`config.mk`:
```
export PLATFORM = sky130hd
export DESIGN_NAME = ifu_fetch
export DESIGN_NICKNAME = d
export VERILOG_FILES = /design/src/rtl/ifu_fetch.sv
export SDC_FILE = /design/constraint.sdc
export NUM_CORES = 1
export LEC_CHECK = 0
export CELL_PAD_IN_SITES_DETAIL_PLACEMENT = 0
export CELL_PAD_IN_SITES_GLOBAL_PLACEMENT = 1
export CORE_MARGIN = 4
export CORE_UTILIZATION = 37
export DETAILED_ROUTE_END_ITERATION = 6
export GPL_ROUTABILITY_DRIVEN = 0
export GPL_TIMING_DRIVEN = 0
export HOLD_SLACK_MARGIN = 0.12
export PLACE_DENSITY_LB_ADDON = 0.1
export SYNTH_ARGS = -nofsm -noshare
export SYNTH_HDL_FRONTEND = slang
export SYNTH_SLANG_ARGS = --single-unit
```
`constraint.sdc`:
```
create_clock -name clk -period 6.05 [get_ports clk]
set_input_delay 1.21 -clock clk [delete_from_list [all_inputs] [get_ports clk]]
set_output_delay 1.21 -clock clk [all_outputs]
set_load 0.02 [all_outputs]
```
`src/rtl/ifu_fetch.sv`:
```
// rtl/ifu_fetch.sv - instruction fetch unit: PC, single-outstanding memory read, decode handshake
module ifu_fetch #(
  parameter int                  PC_WIDTH   = 32,
  parameter int                  INST_WIDTH = 32,
  parameter logic [PC_WIDTH-1:0] RESET_PC   = 32'h8000_0000
) (
  input  logic                  clk,
  input  logic                  rst_n,
  output logic                  mem_req_valid,
  input  logic                  mem_req_ready,
  output logic [PC_WIDTH-1:0]   mem_req_addr,
  input  logic                  mem_rsp_valid,
  input  logic [INST_WIDTH-1:0] mem_rsp_data,
  input  logic                  mem_rsp_err,
  output logic                  inst_valid,
  input  logic                  inst_ready,
  output logic [INST_WIDTH-1:0] inst,
  output logic [PC_WIDTH-1:0]   inst_pc,
  input  logic                  redirect_valid,
  input  logic [PC_WIDTH-1:0]   redirect_pc,
  input  logic                  halt,
  output logic                  halted,
  output logic                  fetch_err
);

  typedef enum logic [2:0] {
    S_BOOT  = 3'd0,
    S_REQ   = 3'd1,
    S_WAIT  = 3'd2,
    S_HOLD  = 3'd3,
    S_HALT  = 3'd4,
    S_FAULT = 3'd5
  } state_t;

  state_t                state;
  state_t                state_next;
  logic [PC_WIDTH-1:0]   pc;
  logic [PC_WIDTH-1:0]   pc_next;
  logic [PC_WIDTH-1:0]   req_addr;
  logic                  discard;
  logic                  discard_next;
  logic [INST_WIDTH-1:0] inst_q;
  logic [PC_WIDTH-1:0]   inst_pc_q;
  logic [PC_WIDTH-1:0]   redirect_aligned;

  // Targets are always word aligned; the low two bits of the request are dropped.
  assign redirect_aligned = redirect_pc & ~PC_WIDTH'(3);

  // State register.
  always_ff @(posedge clk) begin
    if (!rst_n) begin
      state <= S_BOOT;
    end else begin
      state <= state_next;
    end
  end

  // Next state plus the next PC and discard flag, which follow the same decisions.
  always_comb begin
    state_next   = state;
    pc_next      = pc;
    discard_next = discard;
    case (state)
      S_BOOT: begin
        state_next = S_REQ;
      end
      S_REQ: begin
        // req_addr stays put; only the PC for the following fetch moves.
        if (redirect_valid) begin
          pc_next      = redirect_aligned;
          discard_next = 1'b1;
        end
        if (mem_req_ready) begin
          state_next = S_WAIT;
        end
      end
      S_WAIT: begin
        if (redirect_valid) begin
          pc_next = redirect_aligned;
        end
        if (mem_rsp_valid) begin
          // A redirect arriving with the response retires it just like an earlier one.
          discard_next = 1'b0;
          if (discard || redirect_valid) begin
            state_next = S_REQ;
          end else if (mem_rsp_err) begin
            state_next = S_FAULT;
          end else begin
            state_next = S_HOLD;
          end
        end else if (redirect_valid) begin
          discard_next = 1'b1;
        end
      end
      S_HOLD: begin
        if (inst_ready && halt) begin
          state_next = S_HALT;
        end else if (inst_ready) begin
          state_next = S_REQ;
          pc_next    = redirect_valid ? redirect_aligned : inst_pc_q + PC_WIDTH'(4);
        end else if (redirect_valid) begin
          state_next = S_REQ;
          pc_next    = redirect_aligned;
        end
      end
      default: begin
        state_next = state;
      end
    endcase
  end

  // PC, discard flag, request address and the captured instruction.
  always_ff @(posedge clk) begin
    if (!rst_n) begin
      pc        <= RESET_PC;
      discard   <= 1'b0;
      req_addr  <= '0;
      inst_q    <= '0;
      inst_pc_q <= '0;
    end else begin
      pc      <= pc_next;
      discard <= discard_next;
      if (state_next == S_REQ && state != S_REQ) begin
        req_addr <= pc_next;
      end
      if (state == S_WAIT && state_next == S_HOLD) begin
        inst_q    <= mem_rsp_data;
        inst_pc_q <= req_addr;
      end
    end
  end

  // Outputs decoded from the current state.
  always_comb begin
    mem_req_valid = 1'b0;
    inst_valid    = 1'b0;
    halted        = 1'b0;
    fetch_err     = 1'b0;
    case (state)
      S_REQ:   mem_req_valid = 1'b1;
      S_HOLD:  inst_valid    = 1'b1;
      S_HALT:  halted        = 1'b1;
      S_FAULT: fetch_err     = 1'b1;
      default: mem_req_valid = 1'b0;
    endcase
  end

  assign mem_req_addr = req_addr;
  assign inst         = inst_q;
  assign inst_pc      = inst_pc_q;

endmodule
```
# Word level (Yosys, flattened, before mapping)

Cells that the tools add are included.

Add/sub/neg operators: 1
Equal/unequal tests: 8
Mux-type cells: 20
Reduce and logical (&&, ||, !) cells: 7

Operator list:

| operator                                              | count |
|---|---|
| 2-to-1 mux 32 bit                                     | 4 |
| case mux 32 bit (2 select lines)                      | 1 |
| adder 32 x 3 -> 32 bit, second input constant         | 1 |
| 2-to-1 mux 3 bit                                      | 7 |
| case mux 3 bit (4 select lines)                       | 1 |
| equality test 3 x 2 -> 1 bit, second input constant   | 3 |
| equality test 3 x 1 -> 1 bit, second input constant   | 2 |
| equality test 3 bit, second input constant            | 2 |
| 2-to-1 mux 1 bit                                      | 6 |
| logical AND 1 bit                                     | 3 |
| zero test 3 bit                                       | 1 |
| inequality test 3 x 1 -> 1 bit, second input constant | 1 |
| case mux 1 bit (2 select lines)                       | 1 |
| nonzero test 2 bit                                    | 1 |
| OR reduction 2 bit                                    | 1 |
| logical OR 1 bit                                      | 1 |

Register bits after elaboration: 132
Input bits: 72
Output and inout port bits: 100
Word-level logic and storage cells: 42

# Depth between registers and ports, before layout

Depth in word-level cells: 6
Mapped depth: 8
Depth with buffers taken out: 6

# Worst setup path after synthesis

No wires, ideal clock.

Path type: input -> register
From: input halt
To: register req_addr[22], in the netlist mem_req_addr[22]
Library setup time: 0.122 ns
Arrival: 2.698 ns
Setup slack: 3.231 ns
Stages on the path: 7
Cell sequence: buf_2 -> or3b_1 -> clkbuf_2 -> or4_1 -> a2bb2oi_1 -> a21oi_1 -> a21oi_1

Cells in the longest elaborated chain, start to end: 5
Elaborated cells between the ends (all ways): 7

RTL lines:

| element                         | line | RTL |
|---|---|---|
| start: declaration              | 21   | `input logic halt,` |
| logical AND 1 bit (*)           | 96   | `if (inst_ready && halt) begin` |
| 2-to-1 mux 3 bit                | 96   |  |
| case mux 3 bit (4 select lines) | 63   | `case (state)` |
| equality test 3 x 1 -> 1 bit    | 123  | `if (state_next == S_REQ && state != S_REQ) begin` |
| logical AND 1 bit               | 123  |  |
| end signal: assignment          | 124  | `req_addr <= pc_next;` |
| end: declaration                | 39   | `logic [PC_WIDTH-1:0] req_addr;` |

Mark *: on every way between the ends. The rest lies on a longest branch, timed or not.
A chain may end at the register's enable or synchronous reset.

# Final worst setup path

From: register state[2]
To: output inst_valid

Cells in the longest elaborated chain, start to end: 2

RTL lines:

| element                      | line | RTL |
|---|---|---|
| start: declaration           | 35   | `state_t state;` |
| start signal: assignment     | 54   | `state <= state_next;` |
| equality test 3 x 2 -> 1 bit | 139  | `case (state)` |
| 2-to-1 mux 1 bit             | 139  |  |
| end: declaration             | 15   | `output logic inst_valid,` |

No other way between the ends.

==> results.yml <==
run_status:
  outcome: "finished clean"
die:
  std_cell_rows: 46
  initial_core_util_pct: 38.07
  die_w_um: 136.3
  die-height_um: 136.3
  die_area_um2: 18580
  pin_count: 172
  core_area_um2: 16000
yosys:
  syn_nets: 843
  ys_seq_elements: 132
  synth_area_leaders: "dfxtp_1, nand2_1, a21oi_1"
  seq_area_frac_synth_pct: 43.39
  synth-edff-count: 0
  syn_avg_cell_area_um2: 7.910
  netlist.area_leader.share_pct: 43.39
  synth.largest_area_cell: "dfxtp_1"
  synth_warnings: 0
  syn_area_um2: 6091
  synth_ff_type: "dfxtp_1"
  synthArstFlopShare_pct: 0
  synth_cell_types: 71
  syn_inst: 770
worst_hold_path:
  hp-class: "flip-flop to flip-flop"
  min_to: "inst[8]"
  holdPathStages: 2
  min_from: "inst[8]"
global_route:
  grt_pass1_wl_mm: 36.19
  grt_max_degree: 17
  grt_pass1_vias: 6383
  grtUsageTotal_pct: 25.62
  grt_overflow_total: 0
  antenna_found_initial: 2
clock_tree:
  insertion_delay_ns: 0.42
  ctsRootBufferMaster: "clkbuf_16"
  clk_path_buf_depth: 2
  htreeDepth: 4
  clock_sinks: 132
  clkTransAtPathRegs_ns: 0.06
  cts_hold_repair.buffers: 0
  cts_setup_buffers: 0
  post_cts_resize_count: 0
  cts_buffers: 17
  cts_tree: "yes"
routing:
  ant_nets: 0
  avgViaCountPerCell: 5.736
  wl_mm: 24.11
  drc_errors: 0
  vias: 6792
  drt-initial-drc-count: 770
  dr.pass1.iters: 6
  wl_per_cell_um: 20.37
layout:
  mostFrequentLayoutCell: "clkdlybuf4s50_1"
  post-route-util_pct: 53.96
  n_antenna_cell: 0
  layout.nets: 1029
  drive_gt1_share_pct: 7.231
  fin_cells: 1184
  finalInstanceArea_um2: 8635
  area_growth_pct: 41.76
  fillCellCount: 1578
  final_cell_mix: "clkdlybuf4s50_1, nand2_1, dfxtp_1, a21oi_1, nor2_1"
timing:
  setup_ws_ns: 2.506
  relSlewSlack_pct: 22.35
  finalHoldViolations: 0
  fin_crit_ns: 3.544
  setup_viol_count_final: 0
  period_share_pct: 58.58
  setup-tns-final_ns: 0
  grt_setup_unrepaired: "no"
  clock_skew_ns: 0.006292
  slew_violations: 0
  worst_pin_slew_ns: 1.156
  timing.fmax_mhz: 282.2
worst_setup_path:
  cp_max_fo: 10
  required_ns: 4.84
  rrSetupSlack_ns: 3.44
  worstPathArrival_ns: 2.33
  endpoint_kind: "output pin"
  worstReg2RegEnd: "mem_req_addr[20]"
  reg2regPathDepth: 6
  r2r_start: "inst_pc[2]"
  worst-setup-path-type: "flip-flop to output pin"
  cp-start-kind: "flip-flop"
placed_design:
  placedCellCount: 1153
  post-place-ws_ns: 2.394
  place.port_buffers: 167
  postPlaceCellArea_um2: 8038
  dp_hpwl_mm: 17.62
job:
  maxCapViolCount: 0
pwr:
  ir_worst_vdd_uv: 196.7
  total_leakage_power_nw: 2.994
  p_per_area_nw_per_um2: 280.0
## final cells by class
| type | count | area [um2] | area share (%) |
|---|---|---|---|
| Clock inverter | 8 | 98.84 | 1.145 |
| Buffer | 60 | 259.0 | 3.000 |
| Sequential cell | 132 | 2643 | 30.60 |
| Multi-Input combinational cell | 566 | 3149 | 36.47 |
| Clock buffer | 23 | 498.0 | 5.767 |
| Tap cell | 216 | 270.3 | 3.130 |
| Timing Repair Buffer | 167 | 1672 | 19.36 |
| Inverter | 12 | 45.04 | 0.5217 |
## flip-flops by register name, indices dropped and copies added (netlist names)
register and cells:
inst_pc 32, discard 1, pc 32, state 3
inst 32, mem_req_addr 32
## kinds of logic (layout without fill, tap and decap cells)
logic type	after synthesis	count (layout)	share of synthesized area [%]
and+or+nand+nor	298	298	23.15
AOI/OAI and AO/OA	247	247	25.25
DFF	132	132	43.39
buffers and inverters	72	270	4.992
xor gates and xnor gates	14	14	2.013
muxes	6	6	1.007
adders and majority gates	1	1	0.2054
## metrics by stage
step / total power, W / hold slack (ns)
after floorplan: 0.001175 / 0.4412
after global routing: 0.002496 / 0.4756
final: 0.002417 / 0.4523
after detailed placement: 0.001381 / 0.4462
after CTS: 0.002418 / 0.4532
after global placement: 0.001375 / 0.4417
## worst max-delay path, cell delays in order, from the launching register on
cell	delay [ns]
dfxtp_1	0.38
buf_2	0.23
nand3b_1	0.24
clkinv_1	0.39
clkdlybuf4s50_1	0.67
## where the power goes
part	switching, W	internal [W]	leakage, nW
Combinational	0.000241	0.000170	1.63
Sequential	0.0000391	0.000922	1.07
Clock	0.000389	0.000657	0.291
## per-layer routing
metal | part of all wire, % | GRT usage [%] | vias up
met4 | 3.6 | 11.70 | 2
li1 | - | - | 3156
met5 | 0.058 | 0 | -
met3 | 10 | 7.217 | 74
met1 | 41 | 31.98 | 3151
met2 | 45 | 41.03 | 409
## synthesized netlist by cell type, drive strengths merged (3+ instances only)
| master | instances |
|---|---|
| a22o | 4 |
| a221oi | 6 |
| mux2i | 5 |
| xnor2 | 7 |
| a211o | 3 |
| and3 | 8 |
| or4 | 3 |
| and2 | 7 |
| clkbuf | 37 |
| a22oi | 19 |
| nand2b | 7 |
| nand4 | 17 |
| o211ai | 3 |
| a31oi | 16 |
| and4 | 8 |
| nor3 | 12 |
| buf | 23 |
| a2111oi | 4 |
| a21oi | 101 |
| nand2 | 149 |
| nor3b | 3 |
| dfxtp | 132 |
| nor4 | 7 |
| inv | 11 |
| a211oi | 7 |
| nor2 | 49 |
| o21ai | 39 |
| a2bb2oi | 3 |
| o22ai | 14 |
| nand3 | 16 |
| xor2 | 7 |
| or3 | 5 |
## how the worst max path moves through the flow
stage	cells past startpoint	from	end	slack, ns
after detailed placement	7	redirect_valid	inst[26]	2.39
after floorplan	7	halt	mem_req_addr[22]	3.23
after CTS	4	state[2]	inst_valid	2.54
after global placement	6	redirect_valid	mem_req_addr[14]	1.99
final	4	state[2]	inst_valid	2.51
after global routing	4	state[2]	inst_valid	2.40
(Power assumes the default switching activity.)
